===== src/rtl/exu_cal_pkg.sv =====
// Shared constants and types for the calculation centre: op-bundle layout,
// op flag positions and the shift FSM state encoding.
package exu_cal_pkg;

    // Op flag bit positions inside the one-hot flag field of the op bundle
    localparam int CAL_ADD = 0;
    localparam int CAL_SUB = 1;
    localparam int CAL_SLL = 2;
    localparam int CAL_SRL = 3;
    localparam int CAL_SRA = 4;
    localparam int CAL_XOR = 5;
    localparam int CAL_CMP = 6;

    // Operand field positions (33-bit operands, pre-extended by the ALU)
    localparam int CAL_OPN1_LSB = 7;
    localparam int CAL_OPN1_MSB = 39;
    localparam int CAL_OPN2_LSB = 40;
    localparam int CAL_OPN2_MSB = 72;

    localparam int CAL_OPB_SIZE = 73;

    // Shift sequencer states
    typedef enum logic [1:0] {
        ST_IDLE  = 2'd0,
        ST_SHIFT = 2'd1,
        ST_DONE  = 2'd2
    } cal_state_e;

    // Shift distance is the low five bits of the second operand
    function automatic logic [4:0] getShamt(input logic [32:0] opn2);
        return opn2[4:0];
    endfunction

endpackage


===== src/rtl/exu_cal_shstep.sv =====
// Combinational single-step shifter used by the iterative shift sequencer.
// dir_i = 1 shifts left; otherwise right, sign-filling when arith_i is set.
module exu_cal_shstep (
    input  logic [31:0] data_i,
    input  logic [5:0]  step_i,
    input  logic        dir_i,
    input  logic        arith_i,
    output logic [31:0] data_o
);

    // Apply one shift step of up to 32 positions in the selected direction
    always_comb begin
        if (dir_i) begin
            data_o = data_i << step_i;
        end else if (arith_i) begin
            data_o = 32'($signed(data_i) >>> step_i);
        end else begin
            data_o = data_i >> step_i;
        end
    end

endmodule


===== src/rtl/exu_cal.sv =====
// Calculation centre behind the ALU stage. ADD/SUB/XOR/CMP and zero-distance
// shifts answer combinationally in IDLE; other shifts iterate SHIFT_STEP
// positions per cycle and present the result in DONE until accepted.
module exu_cal
    import exu_cal_pkg::*;
#(
    parameter int SHIFT_STEP = 4
) (
    input  logic                    clk,
    input  logic                    rst,
    input  logic                    hs_al4cal_val,
    output logic                    hs_cal4al_rdy,
    input  logic [CAL_OPB_SIZE-1:0] i_cal_opb,
    output logic [31:0]             o_cal_res,
    output logic                    o_cal_busy
);

    cal_state_e  state_q, state_d;
    logic [31:0] shReg_q, shReg_d;
    logic [4:0]  rem_q, rem_d;
    logic        left_q, left_d;
    logic        arith_q, arith_d;

    logic [32:0] opn1;
    logic [32:0] opn2;
    logic [4:0]  shamt;
    logic        isShift;
    logic [31:0] singleRes;
    logic [5:0]  stepAmt;
    logic [31:0] stepped;

    assign opn1    = i_cal_opb[CAL_OPN1_MSB:CAL_OPN1_LSB];
    assign opn2    = i_cal_opb[CAL_OPN2_MSB:CAL_OPN2_LSB];
    assign shamt   = getShamt(opn2);
    assign isShift = i_cal_opb[CAL_SLL] | i_cal_opb[CAL_SRL] | i_cal_opb[CAL_SRA];

    // Result of the ops that finish in the request cycle; no flag gives zero
    always_comb begin
        singleRes = '0;
        if (i_cal_opb[CAL_ADD]) begin
            singleRes = opn1[31:0] + opn2[31:0];
        end else if (i_cal_opb[CAL_SUB]) begin
            singleRes = opn1[31:0] - opn2[31:0];
        end else if (i_cal_opb[CAL_XOR]) begin
            singleRes = opn1[31:0] ^ opn2[31:0];
        end else if (i_cal_opb[CAL_CMP]) begin
            singleRes = {31'b0, ($signed(opn1) < $signed(opn2))};
        end else if (isShift) begin
            singleRes = opn1[31:0];
        end
    end

    // Step size this cycle is the smaller of the remaining distance and SHIFT_STEP
    always_comb begin
        if ({1'b0, rem_q} < 6'(SHIFT_STEP)) begin
            stepAmt = {1'b0, rem_q};
        end else begin
            stepAmt = 6'(SHIFT_STEP);
        end
    end

    exu_cal_shstep u_shstep (
        .data_i  (shReg_q),
        .step_i  (stepAmt),
        .dir_i   (left_q),
        .arith_i (arith_q),
        .data_o  (stepped)
    );

    // Shift sequencer next-state and handshake outputs
    always_comb begin
        state_d       = state_q;
        shReg_d       = shReg_q;
        rem_d         = rem_q;
        left_d        = left_q;
        arith_d       = arith_q;
        hs_cal4al_rdy = 1'b0;
        o_cal_res     = '0;
        case (state_q)
            ST_IDLE: begin
                if (hs_al4cal_val) begin
                    if (isShift && (shamt != 5'd0)) begin
                        shReg_d = opn1[31:0];
                        rem_d   = shamt;
                        left_d  = i_cal_opb[CAL_SLL];
                        arith_d = i_cal_opb[CAL_SRA];
                        state_d = ST_SHIFT;
                    end else begin
                        hs_cal4al_rdy = 1'b1;
                        o_cal_res     = singleRes;
                    end
                end
            end
            ST_SHIFT: begin
                if (!hs_al4cal_val) begin
                    state_d = ST_IDLE;
                end else begin
                    shReg_d = stepped;
                    rem_d   = rem_q - stepAmt[4:0];
                    if (rem_d == 5'd0) begin
                        state_d = ST_DONE;
                    end
                end
            end
            ST_DONE: begin
                if (!hs_al4cal_val) begin
                    state_d = ST_IDLE;
                end else begin
                    hs_cal4al_rdy = 1'b1;
                    o_cal_res     = shReg_q;
                    state_d       = ST_IDLE;
                end
            end
            default: begin
                state_d = ST_IDLE;
            end
        endcase
    end

    // Sequencer registers; reset abandons any shift in flight
    always_ff @(posedge clk or posedge rst) begin
        if (rst) begin
            state_q <= ST_IDLE;
            shReg_q <= '0;
            rem_q   <= '0;
            left_q  <= 1'b0;
            arith_q <= 1'b0;
        end else begin
            state_q <= state_d;
            shReg_q <= shReg_d;
            rem_q   <= rem_d;
            left_q  <= left_d;
            arith_q <= arith_d;
        end
    end

    assign o_cal_busy = (state_q != ST_IDLE);

endmodule


===== config.mk =====
export PLATFORM = sky130hd
export DESIGN_NAME = exu_cal
export DESIGN_NICKNAME = d
export VERILOG_FILES = /design/src/rtl/exu_cal_pkg.sv /design/src/rtl/exu_cal_shstep.sv /design/src/rtl/exu_cal.sv
export SDC_FILE = /design/constraint.sdc
export NUM_CORES = 1
export LEC_CHECK = 0
export ABC_AREA = 1
export BUFFER_PORTS_ARGS = -buffer_cell sky130_fd_sc_hd__buf_2
export CAP_MARGIN = 20
export CORE_MARGIN = 2
export CORE_UTILIZATION = 55
export CTS_CLUSTER_DIAMETER = 80
export DETAILED_ROUTE_END_ITERATION = 12
export HOLD_SLACK_MARGIN = 0.06
export PLACE_DENSITY_LB_ADDON = 0.3
export REMOVE_ABC_BUFFERS = 1
export SYNTH_ARGS = -nofsm -noshare
export SYNTH_HDL_FRONTEND = slang
export SYNTH_SLANG_ARGS = --single-unit

===== constraint.sdc =====
create_clock -name clk -period 4.6 [get_ports clk]
set_input_delay 0.46 -clock clk [delete_from_list [all_inputs] [get_ports clk]]
set_output_delay 0.46 -clock clk [all_outputs]
set_load 0.01 [all_outputs]

; Word level (Yosys, flattened, before mapping)
; Index checks and enable logic that the tools add are counted.
[word_totals]
elab_cells = 60
ff_bits = 41
inputBits = 76
out_inout_bits = 34
[op_classes]
n_shift = 3
mux = 29
bitwise = 3
eq_ne = 6
n_reduce_logical = 9
n_addsub = 3
order_cmp = 2
[ops]
columns = cell, n
row1 = two-way mux 32 bit, 13
row2 = case mux 32 bit (2 select lines), 2
row3 = less-than comparator 33 bit, 1
row4 = adder 32 bit, 1
row5 = << shifter 32 x 5 -> 32 bit, 1
row6 = >> shifter 32 x 5 -> 32 bit, 1
row7 = >>> shifter 32 x 5 -> 32 bit, 1
row8 = subtractor 32 bit, 1
row9 = bitwise XOR 32 bit, 1
row10 = two-way mux 5 bit, 4
row11 = case mux 5 bit (2 select lines), 1
row12 = two-way mux 2 bit, 4
row13 = "inequality test 2 bit, second input constant", 3
row14 = AND reduction 3 bit, 2
row15 = logical NOT 5 bit, 1
row16 = "less-than comparator 5 x 3 -> 1 bit, second input constant", 1
row17 = nonzero test 5 bit, 1
row18 = subtractor 5 bit, 1
row19 = case mux 2 bit (2 select lines), 1
row20 = AND reduction 4 bit, 1
row21 = nonzero test 2 bit, 2
row22 = two-way mux 1 bit, 3
row23 = "inequality test 3 bit, second input constant", 1
row24 = "equality test 2 x 1 -> 1 bit, second input constant", 1
row25 = other kinds (5), 6

; Depth between registers and ports, before layout
; Gate-level depths: netlist (run 1).
[depth]
depth_word = 10
depth_mapped = 19
ltp_nobuf = 18

; Modules after synthesis
; Synthesis (run 1) repeated with hierarchy kept, for this count alone.
[hier_totals]
cells_unflattened = 2327
hier_area_um2 = 11992.8
[modules_own_cells]
columns = mod, cells_each, n_inst, seq_area_each_um2, area_each_um2
row1 = exu_cal, 1485, 1, 1026.0, 8041.5
row2 = exu_cal_shstep, 842, 1, 0.0, 3951.3

; Worst setup path after synthesis (run 1)
; Ideal clock, no wire load.
[synth_timing]
kind = in2out
startpoint = in i_cal_opb[7]
endpoint = out o_cal_res[14]
arrival_ps = 2082
setup_slack_ps = 2058
path_buffers = 0
t_required_ps = 4140
stages = 11
path_cell_list = ha_1 fa_1 nand2_1 nand3_1 nand2_1 o21ai_1 nand2_1 nand2_1 o21ai_0 o21ai_0 o21ai_0
[synth_via]
elab_chain_cells = 6
elab_cells_between_ends = 7
classes_between = add/sub (2) / mux (5)
[synth_lines]
columns = item, line_no
row1 = from (decl), exu_cal.sv:13  ; input logic [CAL_OPB_SIZE-1:0] i_cal_opb,
row2 = subtractor 32 bit, exu_cal.sv:43  ; singleRes = opn1[31:0] - opn2[31:0];
row3 = two-way mux 32 bit, exu_cal.sv:42  ; end else if (i_cal_opb[CAL_SUB]) begin
row4 = two-way mux 32 bit *, exu_cal.sv:40  ; if (i_cal_opb[CAL_ADD]) begin
row5 = two-way mux 32 bit *, exu_cal.sv:82  ; if (isShift && (shamt != 5'd0)) begin
row6 = two-way mux 32 bit *, exu_cal.sv:81  ; if (hs_al4cal_val) begin
row7 = case mux 32 bit (2 select lines) *, exu_cal.sv:79  ; case (state_q)
row8 = to (decl), exu_cal.sv:14  ; output logic [31:0] o_cal_res,
; Mark *: on every way between the ends. The rest lies on a longest branch, timed or not.

; Worst setup path after layout (run 1)
[layout_timing]
startpoint = in i_cal_opb[20]
endpoint = out o_cal_res[17]
; Same word-level chain as after synthesis.

==> out/qor.yml, run 1 <==
outcome:
  status: "finished, final reports clean"
grt:
  grt_max_degree: 60
  grt_first_pass_wirelength_mm: 64.8
  first_global_vias: 12000
  antenna_found_initial: 0
  use_met1: 0.580
  grt-ovfl-total: 0
  grt_usage: 0.445
  gr-usage-met2: 0.676
  busiest_layer: "met2"
  grt_use_met3: 0.0817
placed_design:
  dp_hpwl_mm: 32.7
  place_area_mm2: 0.0104
  placed_cells: 2106
  pre_cts_slack_ns: 1.17
  globalplace.congestion: 1.10
  port_buffers: 109
sta:
  timing.final.crit_share: 0.774
  worst_pin_slew_ns: 1.07
  slew_headroom: 0.285
  rsz0062_at_grt: "no"
  finalClockSkew_ns: 0.00896
  period_minus_slack_ns: 3.56
  clock.fmax_mhz: 281
  setup_ws_ns: 1.04
  slew_viol_final: 0
  whs_ns: 0.285
  tns_ns: 0
  finalHoldViolations: 0
  setup_viol_count_final: 0
yosys:
  synth_edf_count: 0
  synth_ff_type: "dfrtp_1"
  synthAdderAreaFrac: 0.0868
  syn_inst: 1844
  ys_warn_count: 0
  netlist.area_leader.share: 0.231
  async_reset_ff_frac: 1.00
  synth_compound_area_frac: 0.231
  synth-simple-area-share: 0.396
  syn_avg_cell_area_um2: 5.33
  synth_top_family_by_area: "simple AND/OR/NAND/NOR gates"
  synth_cell_types: 56
  synthMuxAreaShare: 0.0266
  synth-seq-cells: 41
  yosysSeqAreaShare: 0.104
  synth_area_leaders: "nand2_1, dfrtp_1, inv_1"
  netlist_area_mm2: 0.00983
  yosysTopAreaCell: "nand2_1"
  synthXorXnorAreaFrac: 0.0107
detailed_routing:
  num_vias: 13200
  ant_nets: 0
  drc_errors: 0
  drt_iter0_markers: 1886
  vias_per_cell: 6.24
  routedWlPerCell_um: 20.0
  drtPass1Iterations: 6
  route.final.wire_length_mm: 42.3
clock_network:
  postCtsHoldBufs: 0
  clock_path_buffers: 2
  cts_tree: "yes"
  cts.repair.resized: 0
  post-cts-setup-buffers: 0
  clk_latency_ns: 0.31
  cts_sinks: 41
  cts_buffers: 5
  path_clk_slew_ns: 0.07
  clock-root-buffer: "clkbuf_16"
  h-tree-depth: 2
die:
  die_h_um: 138
  die_area_mm2: 0.0190
  row_count: 48
  die_w_um: 138
  initial_core_util: 0.565
  fp.coreArea_mm2: 0.0174
  num_io_pins: 110
job:
  max-cap-violations: 0
critical_path:
  worstPathArrival_ns: 3.10
  crit_fanout: 7
  rr_startpoint: "rem_q[4]"
  rr_worst_depth: 9
  ff2ff_setup_slack_ns: 1.53
  critPathKind: "in2out"
  crit_start: "i_cal_opb[20]"
  rr_endpoint: "shReg_q[21]"
  cp-start-kind: "input pin"
  cp_data_required_time_ns: 4.14
  critPathCaptureType: "output port"
finish:
  final_cells: 2114
  diodes: 0
  drive_gt1_frac: 0.0805
  final_nets: 2031
  final_util: 0.603
  syn_to_final_growth_pct: 6.77
  final_cell_area_mm2: 0.0105
power:
  power_density_mw_per_mm2: 376
  power_leakage_nw: 5.78
  power_mw: 3.95
  ir_drop_mv: 0.458
hold_path:
  hold_path_class: "in2async"
==> routing by layer <==
metal	share of wire	up-vias
li1	-	6066
met1	0.38	5910
met3	0.13	198
met5	0	-
met2	0.41	1010
met4	0.073	0
==> synth_stat cells (all sizes together) (6+ instances only) <==
cell,number
o22ai,9
a31oi,7
nor3,15
a21oi,159
clkbuf,40
nand2,608
o21bai,11
nor2,152
o21a,13
dfrtp,41
o211ai,39
buf,44
nand4,6
o21ai,136
xor2,10
inv,259
mux2i,25
ha,65
nand3,157
==> registers in the layout, indices dropped and copies added, names as in the netlist <==
register / cells
arith_q: 1
left_q: 1
rem_q: 5
shReg_q: 32
state_q: 2
==> worst max-delay path, cell delays in order <==
cell	delay [ns]
buf_2	0.14
ha_1	0.41
inv_1	0.21
nand2_1	0.14
nor2_1	0.19
inv_1	0.13
nor3_1	0.45
nand3_1	0.25
nand3_1	0.15
nand2_1	0.07
nand3_1	0.07
nand3_1	0.19
nand2_1	0.12
buf_2	0.13
==> layout make-up <==
cell class / count / area, µm²
Sequential cell: 41 / 1030
Fill cell: 1897 / 6920
Clock buffer: 6 / 129
Timing Repair Buffer: 121 / 656
Clock inverter: 2 / 15.0
Inverter: 261 / 982
Multi-Input combinational cell: 1458 / 7410
Tap cell: 225 / 282
==> cells in the final DEF, fill, tap and decap left out, types with 4 or more instances in the layout <==
cell / synthesis / routed
nand2_1: 605 / 605
inv_1: 251 / 250
a21oi_1: 158 / 158
nand3_1: 157 / 157
nor2_1: 145 / 144
o21ai_0: 120 / 120
buf_2: 31 / 109
ha_1: 65 / 65
dfrtp_1: 41 / 41
o211ai_1: 39 / 39
mux2i_1: 25 / 25
o21ai_1: 16 / 16
nor3_1: 14 / 14
o21a_1: 13 / 13
o21bai_1: 11 / 11
buf_4: 5 / 11
xor2_1: 10 / 10
o22ai_1: 9 / 9
inv_2: 7 / 7
a31oi_1: 7 / 7
nand4_1: 6 / 6
clkbuf_16: 0 / 5
nor2_4: 3 / 4
a41oi_1: 4 / 4
==> report_power, final <==
group          switching [mW]  internal (mW)  total (mW)
registers               0.236          0.537       0.774
clock network           0.166          0.202       0.368
logic                    1.94          0.864        2.81
total                    2.35           1.60        3.95
==> logic make-up (layout without fill, tap and decap cells) <==
family,after synthesis,count (layout)
fa+ha+maj,67,67
flops,41,41
compound gates,401,401
other cells,1,1
buf+inv,345,390
xor+xnor,12,12
simple gates,951,951
mux,26,26
==> worst max path at each step <==
stage,end,depth (start not counted)
4_1_cts,o_cal_res[17],14
6_report,o_cal_res[17],14
2_1_floorplan,shReg_q[27],9
5_1_grt,o_cal_res[13],12
3_5_place_dp,o_cal_res[17],14
3_3_place_gp,o_cal_res[17],14
(Power assumes the default switching activity.)
==> run 2: changes to the inputs <==
ABC_AREA = 0   (was 1)
clock period = 3.2 ns   (was 4.6 ns; I/O delays follow)
==> run 2 against run 1 <==
  * The run now ends with negative setup slack left
  * Cell count down 19%
  * Sequential share of layout area down 1.0 points
  * Non-clock buffer count up 190
  * Design area up 11%
  * Clock-buffer cell count unchanged
  * Area after synthesis down 7.7%
  * Register-to-register slack worse by 1.2 ns
  * Hold slack worse by 0.21 ns
  * Sequential cell count unchanged
  * Routed wire length down 12%
==> out/qor.yml, run 2 <==
outcome:
  status: "finished, violations left"
  violations: "negative setup slack"
detailed_routing:
  route.final.wire_length_mm: 37.4  # -12%
  drc_errors: 0  # unchanged
  routedWlPerCell_um: 21.9  # +9.2%
  vias_per_cell: 6.69  # +7.3%
  drtPass1Iterations: 8  # +2
  drt_iter0_markers: 1373  # -27%
  ant_nets: 0  # unchanged
  num_vias: 11500  # -13%
critical_path:
  critPathKind: "in2out"
  crit_fanout: 5  # -2
  rr_endpoint: "shReg_q[27]"
  crit_start: "i_cal_opb[7]"
  critPathCaptureType: "output port"
  worstPathArrival_ns: 2.98  # -0.12 ns
  rr_startpoint: "rem_q[2]"
  ff2ff_setup_slack_ns: 0.37  # -1.16 ns
  rr_worst_depth: 9  # unchanged
  crit_path_end: "o_cal_res[30]"
  cp_data_required_time_ns: 2.88  # -1.26 ns
  cp-start-kind: "input pin"
placed_design:
  place_area_mm2: 0.0108  # +3.9%
  dp_hpwl_mm: 28.1  # -14%
  port_buffers: 109  # unchanged
  globalplace.congestion: 0.993  # -9.6%
  placed_cells: 1690  # -20%
yosys:
  synth_edf_count: 0  # unchanged
  synth_compound_area_frac: 0.353  # +0.121
  syn_inst: 1284  # -30%
  synth_area_leaders: "dfrtp_1, ha_1, a21oi_1"
  synthAdderAreaFrac: 0.0940  # +0.00724
  synthMuxAreaShare: 0.101  # +0.0747
  netlist_area_mm2: 0.00907  # -7.7%
  synth_top_family_by_area: "compound AO/OA/AOI/OAI gates"
  synthXorXnorAreaFrac: 0.0376  # +0.0269
  ys_warn_count: 0  # unchanged
  netlist.area_leader.share: 0.113  # -0.118
  synth_common_cells: "a21oi_1, nand2_1, o21ai_0"
  synth-simple-area-share: 0.203  # -0.193
  synth_ff_type: "dfrtp_1"
  synth_cell_types: 88  # +57%
  synth-seq-cells: 41  # unchanged
  synth_most_common_cell: "a21oi_1"
  yosysSeqAreaShare: 0.113  # +0.00870
  syn_avg_cell_area_um2: 7.07  # +33%
  yosysTopAreaCell: "dfrtp_1"
  async_reset_ff_frac: 1.00  # unchanged
finish:
  final_common_cell: "buf_4"
  top_regs: "shReg_q x32, rem_q x5, state_q x2"
  most-common-layout-cells: "buf_4, a21oi_1, nand2_1, o21ai_0, nor2_1"
  syn_to_final_growth_pct: 28.9
  drive_gt1_frac: 0.311  # +0.231
  final_nets: 1636  # -19%
  final_cells: 1711  # -19%
  largest_reg_flops: 32  # unchanged
  final_cell_area_mm2: 0.0117  # +11%
  multiInputGateArea_mm2: 0.00781  # +5.4%
  layout.area.seq_mm2: 0.00103  # unchanged
  fill_cells: 1299  # -32%
  regMostFlops: "shReg_q"
clock_network:
  clock-root-buffer: "clkbuf_16"
  postCtsHoldBufs: 0  # unchanged
  cts_buffers: 5  # unchanged
  clock_path_buffers: 2  # unchanged
  path_clk_slew_ns: 0.07  # about the same
  cts_tree: "yes"
  clk_latency_ns: 0.29  # -0.02 ns
  h-tree-depth: 2  # unchanged
  cts_sinks: 41  # unchanged
sta:
  period_minus_slack_ns: 3.30
  timing.final.crit_share: 1.03
  finalHoldViolations: 0  # unchanged
  worst_pin_slew_ns: 0.912  # -0.159 ns
  whs_ns: 0.0748  # -0.210 ns
  tns_ns: -0.632  # -0.632 ns
  slew_viol_final: 0  # unchanged
  rsz0062_at_grt: "yes"
  clock.fmax_mhz: 303
  setup_viol_count_final: 10  # +10
  slew_headroom: 0.392  # +0.108
  finalClockSkew_ns: 0.00911  # +0.000146 ns
  setup_ws_ns: -0.103  # -1.14 ns
grt:
  grt-ovfl-total: 0  # unchanged
  grt_max_degree: 42  # -30%
  first_global_vias: 10800  # -10%
  antenna_found_initial: 1  # +1
  grt_first_pass_wirelength_mm: 57.8  # -11%
  grt_usage: 0.407  # -0.0372
power:
  power_mw: 7.10  # +80%
  swShare: 0.539  # -0.0549
  power_density_mw_per_mm2: 607  # +61%
  pwr-share-clk: 0.073  # -0.020
  p_seq_frac: 0.206  # +0.010
  ir_drop_mv: 0.847  # +85%
  p_comb_frac: 0.721  # +0.010
  p_int_mw: 3.27  # +100%
  power_switching_mw: 3.83  # +63%
  power_leakage_nw: 5.16  # -11%
job:
  max-cap-violations: 0  # unchanged
die:
  initial_core_util: 0.567  # +0.00266
  row_count: 46  # -4.2%
  die_w_um: 132  # -3.8%
  die_h_um: 132  # -3.8%
  num_io_pins: 110  # unchanged
  die_area_mm2: 0.0175  # -7.5%
  fp.coreArea_mm2: 0.0160  # -8.1%
hold_path:
  hold_path_class: "in2async"
==> run 2: how the worst min path moves through the flow <==
stage	start	end	slack, ns	cells past startpoint
floorplan	hs_al4cal_val	state_q[1]	0.45	2
global placement	rst	rem_q[2]	0.40	2
detailed placement	rst	rem_q[2]	0.41	2
CTS	rst	rem_q[2]	0.11	2
global route	rst	rem_q[4]	0.13	2
finish	rst	rem_q[2]	0.07	2
==> run 2: metrics by stage <==
stage	utilization	worst slack [ns]
floorplan	-	-1.27
global placement	0.672	-0.266
detailed placement	0.672	-0.329
CTS	0.698	-0.113
global route	0.731	-0.197
finish	0.731	-0.103
==> run 2: layout make-up <==
| type | instances | share of cell area |
|---|---|---|
| antenna | 1 | 0.000214 |
| clock buffer | 6 | 0.0110 |
| tap | 216 | 0.0231 |
| inverter | 73 | 0.0245 |
| multi-input combinational | 1061 | 0.667 |
| timing repair buffer | 311 | 0.185 |
| clock inverter | 2 | 0.000856 |
| sequential | 41 | 0.0877 |
==> run 2: per-layer routing <==
layer | vias up | track usage | part of all wire
met1 | 5308 | 0.519 | 0.39
met5 | - | 0 | 0
met3 | 178 | 0.0854 | 0.11
met2 | 842 | 0.664 | 0.45
li1 | 5123 | - | -
met4 | 0 | 0.186 | 0.059
==> run 2: cell families (layout without fill, tap and decap cells) <==
logic type,after synthesis,count (layout)
AO/OA/AOI/OAI,492,492
AND/OR/NAND/NOR,392,392
buffers and inverters,182,392
multiplexers,70,70
adder cells (fa/ha/maj),67,67
flip-flops,41,41
XOR/XNOR,39,39
other,1,2
==> run 2: power by group through the flow <==
stage / logic (mW) / clock network, mW / registers (mW)
after floorplan: 3.22 / 0 / 1.21
after global placement: 4.68 / 0 / 1.40
after detailed placement: 4.75 / 0 / 1.42
after CTS: 4.85 / 0.512 / 1.41
after global routing: 5.53 / 0.539 / 1.48
final: 5.12 / 0.519 / 1.46
==> run 2: timing repair <==
item                                    4_1_cts  5_1_grt
endpoints found under the hold margin         0        0
setup buffers                                 3        9
pin swaps                                    43       50
endpoints found under the setup margin       20       21
resized for setup                            61       91
==> run 2: worst max-delay path, cell delays in order <==
cell      delay (ns)
buf_12          0.11
clkinv_4        0.04
ha_4            0.12
inv_2           0.04
fa_2            0.35
a21o_1          0.20
a311o_1         0.33
a21oi_2         0.20
a21oi_4         0.09
a221oi_4        0.26
buf_6           0.17
o211a_4         0.19
nand3_2         0.07
nor3b_2         0.16
a31oi_1         0.16
buf_2           0.15
